$ cat src/rtl/vga_pkg.sv
// vga_pkg
// Shared constants for the VGA signal generator: the default 640x480 @ 60 Hz
// timing, the totals and sync window derived from it, and the bit layout of
// the CONFIG_COLOURS word.
package vga_pkg;

    // Horizontal timing, in pixels
    localparam int H_VIS   = 640;
    localparam int H_FP    = 16;
    localparam int H_SYNC  = 96;
    localparam int H_BP    = 48;

    // Vertical timing, in lines
    localparam int V_VIS   = 480;
    localparam int V_FP    = 10;
    localparam int V_SYNC  = 2;
    localparam int V_BP    = 33;

    // Board clocks per pixel
    localparam int CLK_DIV = 4;

    localparam int H_TOTAL = H_VIS + H_FP + H_SYNC + H_BP;
    localparam int V_TOTAL = V_VIS + V_FP + V_SYNC + V_BP;

    localparam int H_SYNC_START = H_VIS + H_FP;
    localparam int H_SYNC_END   = H_SYNC_START + H_SYNC - 1;
    localparam int V_SYNC_START = V_VIS + V_FP;
    localparam int V_SYNC_END   = V_SYNC_START + V_SYNC - 1;

    // Counter and bus widths
    localparam int CNT_W    = 10;
    localparam int ADDR_W   = 15;
    localparam int COLOUR_W = 12;
    localparam int CONFIG_W = 2 * COLOUR_W;

    // CONFIG_COLOURS fields: foreground for pixel bit 1, background for bit 0
    localparam int FG_LSB = 12;
    localparam int BG_LSB = 0;

endpackage

$ cat src/rtl/vga_sig_gen_if.sv
// vga_sig_gen_if
// Signals between the VGA generator, the frame-buffer read port and the
// board pins.
//   CONFIG_COLOURS : {foreground[11:0], background[11:0]}
//   VGA_ADDR       : frame-buffer read address {row[6:0], col[7:0]}
//   VGA_DATA       : frame-buffer read data, one CLK after VGA_ADDR
//   DPR_CLK        : pixel strobe for the RAM read port
//   HS, VS         : active-low syncs
//   COLOUR_OUT     : RGB 4:4:4, zero while blanking
//   FRAME_START    : one-CLK pulse at each frame start
// master = generator side, slave = RAM/pin side.
interface vga_sig_gen_if;
    import vga_pkg::*;

    logic [CONFIG_W-1:0] CONFIG_COLOURS;
    logic [ADDR_W-1:0]   VGA_ADDR;
    logic                VGA_DATA;
    logic                DPR_CLK;
    logic                HS;
    logic                VS;
    logic [COLOUR_W-1:0] COLOUR_OUT;
    logic                FRAME_START;

    modport master (
        input  CONFIG_COLOURS,
        input  VGA_DATA,
        output VGA_ADDR,
        output DPR_CLK,
        output HS,
        output VS,
        output COLOUR_OUT,
        output FRAME_START
    );

    modport slave (
        output CONFIG_COLOURS,
        output VGA_DATA,
        input  VGA_ADDR,
        input  DPR_CLK,
        input  HS,
        input  VS,
        input  COLOUR_OUT,
        input  FRAME_START
    );

endinterface

$ cat src/rtl/generic_counter.sv
// generic_counter
// Wrapping up-counter 0..MAX that advances while ENABLE is high.
//   CLK      : clock
//   RESET    : asynchronous active-high reset, clears COUNT
//   ENABLE   : advance on this clock
//   COUNT    : current value
//   TRIG_OUT : terminal count (COUNT == MAX); the counter wraps on the next
//              enabled edge. Held for as long as COUNT sits at MAX, so callers
//              AND it with their own enable to get a single-cycle wrap pulse.
module generic_counter #(
    parameter int WIDTH = 10,
    parameter int MAX   = 799
) (
    input  logic             CLK,
    input  logic             RESET,
    input  logic             ENABLE,
    output logic [WIDTH-1:0] COUNT,
    output logic             TRIG_OUT
);

    localparam logic [WIDTH-1:0] MAX_V = WIDTH'(MAX);

    always_ff @(posedge CLK or posedge RESET) begin
        if (RESET) begin
            COUNT <= '0;
        end else if (ENABLE) begin
            if (COUNT == MAX_V) begin
                COUNT <= '0;
            end else begin
                COUNT <= COUNT + WIDTH'(1);
            end
        end
    end

    assign TRIG_OUT = (COUNT == MAX_V);

endmodule

$ cat src/rtl/vga_sig_gen.sv
// vga_sig_gen
// VGA timing and pixel generator. Divides CLK down to a pixel strobe, runs the
// horizontal/vertical raster counters, reads a 160x120 1-bpp frame buffer at
// quarter resolution and drives registered syncs and colour.
//   CLK   : 100 MHz system clock
//   RESET : asynchronous active-high reset
//   bus   : vga_sig_gen_if master (frame-buffer port, config, VGA pins)
// HS, VS and COLOUR_OUT all register on the same pixel strobe from the same
// counter values, so they share one pixel (CLK_DIV clocks) of latency and stay
// aligned to each other.
module vga_sig_gen #(
    parameter int H_VIS   = vga_pkg::H_VIS,
    parameter int H_FP    = vga_pkg::H_FP,
    parameter int H_SYNC  = vga_pkg::H_SYNC,
    parameter int H_BP    = vga_pkg::H_BP,
    parameter int V_VIS   = vga_pkg::V_VIS,
    parameter int V_FP    = vga_pkg::V_FP,
    parameter int V_SYNC  = vga_pkg::V_SYNC,
    parameter int V_BP    = vga_pkg::V_BP,
    parameter int CLK_DIV = vga_pkg::CLK_DIV
) (
    input  logic          CLK,
    input  logic          RESET,
    vga_sig_gen_if.master bus
);

    import vga_pkg::*;

    localparam int DIV_W  = (CLK_DIV > 1) ? $clog2(CLK_DIV) : 1;
    localparam int H_LAST = H_VIS + H_FP + H_SYNC + H_BP - 1;
    localparam int V_LAST = V_VIS + V_FP + V_SYNC + V_BP - 1;

    localparam logic [DIV_W-1:0] DIV_LAST = DIV_W'(CLK_DIV - 1);
    localparam logic [CNT_W-1:0] H_ACT    = CNT_W'(H_VIS);
    localparam logic [CNT_W-1:0] HS_FIRST = CNT_W'(H_VIS + H_FP);
    localparam logic [CNT_W-1:0] HS_LAST  = CNT_W'(H_VIS + H_FP + H_SYNC - 1);
    localparam logic [CNT_W-1:0] V_ACT    = CNT_W'(V_VIS);
    localparam logic [CNT_W-1:0] VS_FIRST = CNT_W'(V_VIS + V_FP);
    localparam logic [CNT_W-1:0] VS_LAST  = CNT_W'(V_VIS + V_FP + V_SYNC - 1);

    logic [DIV_W-1:0]    div_cnt;
    logic                pix_en;
    logic [CNT_W-1:0]    h_cnt;
    logic                h_tc;
    logic                line_end;
    logic [CNT_W-1:0]    v_cnt;
    logic                v_tc;
    logic                frame_wrap;

    logic                active;
    logic                hs_low;
    logic                vs_low;
    logic [COLOUR_W-1:0] fg_colour;
    logic [COLOUR_W-1:0] bg_colour;
    logic [COLOUR_W-1:0] pix_colour;

    generic_counter #(
        .WIDTH (DIV_W),
        .MAX   (CLK_DIV - 1)
    ) u_div (
        .CLK      (CLK),
        .RESET    (RESET),
        .ENABLE   (1'b1),
        .COUNT    (div_cnt),
        .TRIG_OUT (pix_en)
    );

    generic_counter #(
        .WIDTH (CNT_W),
        .MAX   (H_LAST)
    ) u_h_cnt (
        .CLK      (CLK),
        .RESET    (RESET),
        .ENABLE   (pix_en),
        .COUNT    (h_cnt),
        .TRIG_OUT (h_tc)
    );

    // h_tc is held for a whole pixel; qualify it so the line advances once.
    assign line_end = h_tc & pix_en;

    generic_counter #(
        .WIDTH (CNT_W),
        .MAX   (V_LAST)
    ) u_v_cnt (
        .CLK      (CLK),
        .RESET    (RESET),
        .ENABLE   (line_end),
        .COUNT    (v_cnt),
        .TRIG_OUT (v_tc)
    );

    assign frame_wrap = line_end & v_tc;

    // Strobe taken straight from the divider count for the RAM read port.
    assign bus.DPR_CLK = (div_cnt == DIV_LAST);

    // Each frame-buffer pixel covers a 4x4 block of screen pixels.
    assign bus.VGA_ADDR = {v_cnt[8:2], h_cnt[9:2]};

    assign active = (h_cnt < H_ACT) && (v_cnt < V_ACT);
    assign hs_low = (h_cnt >= HS_FIRST) && (h_cnt <= HS_LAST);
    assign vs_low = (v_cnt >= VS_FIRST) && (v_cnt <= VS_LAST);

    assign fg_colour  = bus.CONFIG_COLOURS[FG_LSB +: COLOUR_W];
    assign bg_colour  = bus.CONFIG_COLOURS[BG_LSB +: COLOUR_W];
    assign pix_colour = bus.VGA_DATA ? fg_colour : bg_colour;

    always_ff @(posedge CLK or posedge RESET) begin
        if (RESET) begin
            bus.HS          <= 1'b1;
            bus.VS          <= 1'b1;
            bus.COLOUR_OUT  <= '0;
            bus.FRAME_START <= 1'b0;
        end else begin
            // High for the first CLK in which the counters sit at (0,0).
            bus.FRAME_START <= frame_wrap;
            if (pix_en) begin
                bus.HS         <= ~hs_low;
                bus.VS         <= ~vs_low;
                bus.COLOUR_OUT <= active ? pix_colour : '0;
            end
        end
    end

endmodule

$ cat src/flat_wrapper.sv
// flat-port wrapper written by rule: the top's interface ports become plain ports
module vga_sig_gen_flat import vga_pkg::*;
#(
    parameter int H_VIS   = vga_pkg::H_VIS,
    parameter int H_FP    = vga_pkg::H_FP,
    parameter int H_SYNC  = vga_pkg::H_SYNC,
    parameter int H_BP    = vga_pkg::H_BP,
    parameter int V_VIS   = vga_pkg::V_VIS,
    parameter int V_FP    = vga_pkg::V_FP,
    parameter int V_SYNC  = vga_pkg::V_SYNC,
    parameter int V_BP    = vga_pkg::V_BP,
    parameter int CLK_DIV = vga_pkg::CLK_DIV
)
  (CLK, RESET, bus_CONFIG_COLOURS, bus_VGA_DATA, bus_VGA_ADDR, bus_DPR_CLK, bus_HS, bus_VS, bus_COLOUR_OUT, bus_FRAME_START);
  vga_sig_gen_if bus_i ();
  input  logic CLK;
  input  logic RESET;
  input wire logic [$bits(bus_i.CONFIG_COLOURS)-1:0] bus_CONFIG_COLOURS;
  input wire logic [$bits(bus_i.VGA_DATA)-1:0] bus_VGA_DATA;
  output wire logic [$bits(bus_i.VGA_ADDR)-1:0] bus_VGA_ADDR;
  output wire logic [$bits(bus_i.DPR_CLK)-1:0] bus_DPR_CLK;
  output wire logic [$bits(bus_i.HS)-1:0] bus_HS;
  output wire logic [$bits(bus_i.VS)-1:0] bus_VS;
  output wire logic [$bits(bus_i.COLOUR_OUT)-1:0] bus_COLOUR_OUT;
  output wire logic [$bits(bus_i.FRAME_START)-1:0] bus_FRAME_START;
  assign bus_i.CONFIG_COLOURS = bus_CONFIG_COLOURS;
  assign bus_i.VGA_DATA = bus_VGA_DATA;
  assign bus_VGA_ADDR = bus_i.VGA_ADDR;
  assign bus_DPR_CLK = bus_i.DPR_CLK;
  assign bus_HS = bus_i.HS;
  assign bus_VS = bus_i.VS;
  assign bus_COLOUR_OUT = bus_i.COLOUR_OUT;
  assign bus_FRAME_START = bus_i.FRAME_START;
  vga_sig_gen #(.H_VIS(H_VIS), .H_FP(H_FP), .H_SYNC(H_SYNC), .H_BP(H_BP), .V_VIS(V_VIS), .V_FP(V_FP), .V_SYNC(V_SYNC), .V_BP(V_BP), .CLK_DIV(CLK_DIV)) u_core (.CLK(CLK), .RESET(RESET), .bus(bus_i));
endmodule
$ cat config.mk
export PLATFORM = sky130hd
export DESIGN_NAME = vga_sig_gen_flat
export DESIGN_NICKNAME = d
export VERILOG_FILES = /design/src/rtl/vga_pkg.sv /design/src/rtl/vga_sig_gen_if.sv /design/src/rtl/generic_counter.sv /design/src/rtl/vga_sig_gen.sv /design/src/flat_wrapper.sv
export SDC_FILE = /design/constraint.sdc
export NUM_CORES = 1
export LEC_CHECK = 0
export BUFFER_PORTS_ARGS = -buffer_cell sky130_fd_sc_hd__buf_2
export CORE_MARGIN = 3
export CORE_UTILIZATION = 50
export CTS_BUF_LIST = sky130_fd_sc_hd__clkbuf_2 sky130_fd_sc_hd__clkbuf_4 sky130_fd_sc_hd__clkbuf_8
export CTS_CLUSTER_DIAMETER = 100
export DETAILED_ROUTE_END_ITERATION = 8
export PLACE_DENSITY = 0.76
export SYNTH_ARGS = -nofsm -noshare
export SYNTH_HDL_FRONTEND = slang
export SYNTH_SLANG_ARGS = --single-unit
$ cat constraint.sdc
create_clock -name CLK -period 2.97 [get_ports CLK]
set_clock_uncertainty 0.05 [all_clocks]
set_input_delay 0.7425 -clock CLK [delete_from_list [all_inputs] [get_ports CLK]]
set_output_delay 0.7425 -clock CLK [all_outputs]
set_load 0.005 [all_outputs]
==> results of run 1 <==
## per-stage QoR
step           setup slack (ps)  area [sq um]  std cells
6_report                    810          2310        292
5_1_grt                     523          2310        292
4_1_cts                     812          2310        292
3_5_place_dp                873          2190        284
3_3_place_gp                954          2190        284
2_1_floorplan              1220          1980        199
## power groups by stage
stage / combinational [W] / sequential (W) / clock, W
6_report: 0.0000702 / 0.000522 / 0.000447
5_1_grt: 0.0000796 / 0.000523 / 0.000485
4_1_cts: 0.0000722 / 0.000522 / 0.000460
3_5_place_dp: 0.0000721 / 0.000531 / 0
3_3_place_gp: 0.0000700 / 0.000531 / 0
2_1_floorplan: 0.0000327 / 0.000533 / 0
## cell usage in the layout, fill, tap and decap left out, types with 2 or more instances in the layout
cell,n
nor2_1,12
xnor2_1,5
mux2i_1,13
clkbuf_8,6
nand2_1,13
buf_2,57
o22ai_1,15
inv_1,19
o21ai_0,7
a21oi_1,6
dfstp_2,2
nand4_1,6
and4_1,2
xor2_1,5
ha_1,6
dfrtp_1,35
nor3_1,3
and3_1,2
nand3_1,7
buf_4,2
## sequential cells by signal, summed over array words and instances, names as in the netlist
register / flops
u_core.bus.HS: 1
u_core.bus.FRAME_START: 1
u_core.u_h_cnt.COUNT: 10
u_core.u_v_cnt.COUNT: 10
u_core.u_div.COUNT: 2
u_core.bus.COLOUR_OUT: 12
u_core.bus.VS: 1
## logic make-up after synthesis
kind of cell | synth area share (%)
flops | 46.8
xor+xnor | 4.42
mux | 6.57
compound gates | 9.60
buf+inv | 11.1
fa+ha+maj | 3.79
simple gates | 17.7
## synth_stat cells, drive strengths merged, types with 2 or more instances
cell type / instances
a21oi: 6
and3: 3
and4: 3
buf: 21
dfrtp: 35
dfstp: 2
ha: 6
inv: 19
mux2i: 13
nand2: 13
nand3: 7
nand4: 7
nor2: 12
nor3: 5
o21ai: 8
o22ai: 15
or3: 2
xnor2: 5
xor2: 5
## per-layer routing
metal / global-route usage, % / vias to the layer above
li1: - / 765
met1: 24.3 / 720
met2: 28.8 / 61
met3: 5.02 / 2
met4: 6.08 / 0
met5: 0 / -
## final cells by class
type	count	area, sq um
clock buffers	7	90.1
repair buffers	59	300
clock inverters	1	30.0
flip-flops and latches	37	928
fillers	325	1430
inverters	19	71.3
well taps	48	60.1
multi-input cells	121	833
## path summary, 6_finish.rpt
path	endpoint	slack [ps]	cells past startpoint
min in group asynchronous	u_core.u_v_cnt.COUNT[8]	530	3
min	u_core.u_div.COUNT[0]	380	1
max in group asynchronous	u_core.bus.HS	1990	3
max	u_core.u_v_cnt.COUNT[0]	810	5
min reg2reg	u_core.u_div.COUNT[0]	380	1
max reg2reg	u_core.u_v_cnt.COUNT[0]	810	5
==> flow_summary.toml, run 1 <==
[clock_network]
htreeDepth = 2
cts_resized = 0
clock_sinks = 37
numCtsBuffers = 5
clock_latency_ps = 280
cts_setup_buffers = 0
cts_tree = "done"
cts_hold_buf = 0
clk_pin_slew_ps = 70
cts-root-buf = "clkbuf_8"
cts_max_path_buffers = 2

[global_routing]
gr-usage-all-layers_pct = 18.3
grt.overflow.total = 0
grt_pass1_wl_um = 6430
grt_pass1_vias = 1412
grt_max_degree = 38
antenna_found_initial = 0

[floorplanning]
io-pin-count = 58
die_w_um = 69.0
coreArea_sq_mm = 0.00374
die_area_sq_mm = 0.00476
start_util_pct = 52.9
die_h_um = 69.0
fp-row-count = 22

[final_layout]
final_core_util_pct = 61.8
nets = 276
area_growth_syn_to_layout_pct = 16.7
drive_gt1_share_pct = 31.1
n_antenna_cell = 0

[logic_synthesis]
synth_area_per_cell_sq_um = 9.96
seq_area_frac_synth_pct = 46.8
synth_largest_area_cell = "dfrtp_1"
syn_inst = 199
syn_nets = 232
yosys_warnings = 0
post_synth_num_cell_types = 41
yosys.area.top_type_share_pct = 44.2
synthArstFlopShare_pct = 100
syn_area_sq_mm = 0.00198
synth-seq-cells = 37
ys.flop_type = "dfrtp_1"
synth_edf_count = 0
synthTopCellsByArea = "dfrtp_1, mux2i_1, buf_4, o22ai_1, ha_1"

[route]
top_layer = "met4"
ant_nets = 0
wl_met1_um = 1810
first_pass_iters = 4
num_vias = 1548
vias_per_cell = 5.30
routed-wl-met2_um = 1830
drt_iter0_drc = 44
met3WireLength_um = 390
drt_drc_violations_left = 0
wl_per_cell_um = 13.8
routed_wl_um = 4040

[flow_run]
cap_violations = 0

[worst_setup_path]
crit_family = "simple AND/OR/NAND/NOR gates"
critPathLaunch = "u_core.u_div.COUNT[0]"
cp.required_ps = 3110
slowest_delay_ps = 500
critPathBufInv = 0
reg2reg_from = "u_core.u_div.COUNT[0]"
crit_type = "reg -> reg"
critPathSlowestCell = "nor3_2"
arrival_ps = 2300
start_kind = "flop"
cp_cell_sequence = "ha_1 > nand4_2 > nor3_2 > nand2_1 > o21ai_0"
crit_path_end_kind = "flop"
worstPathMaxFanout = 16

[pwr]
leakage_nw = 1.17
pwr-share-seq_pct = 50.2
switching_share_pct = 19.6
clkPwrFrac_pct = 43.0
power_density_mw_per_mm2 = 449
ir_drop_mv = 0.178
power.total_w = 0.00104
internal_power_w = 0.000835
combPwrFrac_pct = 6.8
p_sw_w = 0.000204

[timing]
holdWs_ps = 380
maxSlewViolCount = 0
setup_violations = 0
slew_headroom_pct = 63.2
rsz0062_at_grt = "no"
fmax_mhz = 463
hold_viol = 0
final.min_clock_period_ps = 2160
tightest_slew_ps = 550
fin_tns_setup_ps = 0
post-route-period-util_pct = 72.7

[run_status]
status = "finished, final reports clean"

[placement]
hpwlAfterDp_um = 2920
place.port_buffers = 57
gp_congestion = 0.793

[worst_hold_path]
hold_path_startpoint = "u_core.u_div.COUNT[0]"
min_path_type = "reg -> reg"
No activity file was read; power rests on OpenSTA's default activity.
==> run 2: changes to the inputs <==
--- a/config.mk
+++ b/config.mk
@@ -7,7 +7,7 @@
 export LEC_CHECK = 0
 export BUFFER_PORTS_ARGS = -buffer_cell sky130_fd_sc_hd__buf_2
 export CORE_MARGIN = 3
-export CORE_UTILIZATION = 50
+export CORE_UTILIZATION = 48
 export CTS_BUF_LIST = sky130_fd_sc_hd__clkbuf_2 sky130_fd_sc_hd__clkbuf_4 sky130_fd_sc_hd__clkbuf_8
 export CTS_CLUSTER_DIAMETER = 100
 export DETAILED_ROUTE_END_ITERATION = 8
==> constraint.sdc (replaced) <==
create_clock -name CLK -period 1.8 [get_ports CLK]
set_clock_uncertainty 0.05 [all_clocks]
set_input_delay 0.45 -clock CLK [delete_from_list [all_inputs] [get_ports CLK]]
set_output_delay 0.45 -clock CLK [all_outputs]
set_load 0.005 [all_outputs]
==> flow_summary.toml, run 2 (same netlist as run 1, synthesis figures left out) <==
[worst_setup_path]
arrival_ps = 1260
slowest_delay_ps = 390
critPathBufInv = 2
crit_type = "reg -> out"
crit_family = "flip-flops"
cp_num_cells = 3
critPathSlowestCell = "dfrtp_1"
start_kind = "flop"
cp.required_ps = 1300
cp_cell_sequence = "ha_1 > buf_8 > buf_2"
worstPathMaxFanout = 28
crit_path_end_kind = "output pin"
rr_worst_depth = 7

[route]
routed_wl_um = 4220
vias_per_cell = 5.28
wl_per_cell_um = 13.9
num_vias = 1606
drt_drc_violations_left = 0
drt_iter0_drc = 105
ant_nets = 0
first_pass_iters = 4

[floorplanning]
coreArea_sq_mm = 0.00383
die_area_sq_mm = 0.00494
start_util_pct = 51.8
fp-row-count = 22
io-pin-count = 58
die_h_um = 70.3
die_w_um = 70.3

[clock_network]
cts_tree = "done"
htreeDepth = 2
clock_latency_ps = 280
clk_pin_slew_ps = 70
cts-root-buf = "clkbuf_8"
cts_max_path_buffers = 2
numCtsBuffers = 5
clock_sinks = 37

[run_status]
status = "finished, final reports clean"

[timing]
tightest_slew_ps = 462
rsz0062_at_grt = "no"
maxSlewViolCount = 0
fin_tns_setup_ps = 0
slew_headroom_pct = 69.2
hold_viol = 0
final.min_clock_period_ps = 1760
fmax_mhz = 567
post-route-period-util_pct = 97.9
setup_violations = 0

[pwr]
clkPwrFrac_pct = 36.2
p_sw_w = 0.000351
combPwrFrac_pct = 7.5
ir_drop_mv = 0.350
switching_share_pct = 22.9
leakage_nw = 1.21
pwr-share-seq_pct = 56.3
internal_power_w = 0.00118
power.total_w = 0.00153
power_density_mw_per_mm2 = 641

[global_routing]
grt_pass1_vias = 1418
grt_pass1_wl_um = 6750
grt.overflow.total = 0
grt_max_degree = 38
gr-usage-all-layers_pct = 17.1
antenna_found_initial = 0

[final_layout]
nets = 288
mostFrequentLayoutCells = "buf_2, dfrtp_1, inv_1, o22ai_1"
area_growth_syn_to_layout_pct = 20.3
top_regs = "u_core.bus.COLOUR_OUT: 12 flops, u_core.u_h_cnt.COUNT: 10 flops, u_core.u_v_cnt.COUNT: 10 flops"
final_cell_area_sq_mm = 0.00238
layout_commonest_cell = "buf_2"
n_antenna_cell = 0
largest_reg_flops = 12
top_register = "u_core.bus.COLOUR_OUT"
nFillCells = 313
drive_gt1_share_pct = 34.8

[placement]
place.port_buffers = 57
placed_area_sq_mm = 0.00227
gp_congestion = 0.853
hpwlAfterDp_um = 3040

[flow_run]
cap_violations = 0

[worst_hold_path]
min_path_type = "in -> async"
run 2: per-stage QoR:
stage	std cells	hold WS, ps	setup WS (ps)	utilization [%]
after floorplan	199	353	52.7	-
after global placement	294	367	149	59.3
after detailed placement	294	370	20.6	59.3
after CTS	304	227	48.1	62.0
after global routing	304	256	9.93	62.3
final	304	212	37.6	62.3
run 2: worst paths after layout:
check	endpoint	slack [ps]	startpoint
min	u_core.bus.COLOUR_OUT[2]	210	RESET
max in group asynchronous	u_core.bus.HS	1140	RESET
max	bus_DPR_CLK	40	u_core.u_div.COUNT[0]
min in group CLK	u_core.u_div.COUNT[0]	390	u_core.u_div.COUNT[0]
min reg2reg	u_core.u_div.COUNT[0]	390	u_core.u_div.COUNT[0]
max reg2reg	u_core.u_v_cnt.COUNT[4]	110	u_core.u_v_cnt.COUNT[0]
run 2: layer usage:
layer / up-vias / part of all wire, % / track usage [%]
li1: 792 / - / -
met1: 758 / 45 / 21.9
met2: 54 / 46 / 27.2
met3: 2 / 8.2 / 6.19
met4: 0 / 0.52 / 4.47
met5: - / 0 / 0
run 2: power by group through the flow:
stage	Combinational (W)	Clock, W	Sequential (W)
CTS	0.000118	0.000573	0.000860
global placement	0.000115	0	0.000876
finish	0.000114	0.000554	0.000860
global route	0.000129	0.000606	0.000863
detailed placement	0.000118	0	0.000877
floorplan	0.0000540	0	0.000880
run 2: cell type report:
class | instances | area [sq um] | area share (%)
Sequential cell | 37 | 928 | 39.0
Multi-Input combinational cell | 121 | 840 | 35.2
Timing Repair Buffer | 71 | 398 | 16.7
Inverter | 19 | 71.3 | 2.99
Clock buffer | 5 | 68.8 | 2.89
Tap cell | 48 | 60.1 | 2.52
Clock inverter | 3 | 17.5 | 0.735
run 2: worst min-delay path, cell delays in order:
cell   delay, ps
buf_2        100
inv_1         40
buf_4        400
run 2: timing repair:
| action | CTS | global route |
|---|---|---|
| hold buffers | 0 | 0 |
| pin swaps | 1 | 0 |
| resized for setup | 1 | 2 |
| buffers inserted | 2 | 0 |
| setup endpoints to repair | 4 | 5 |
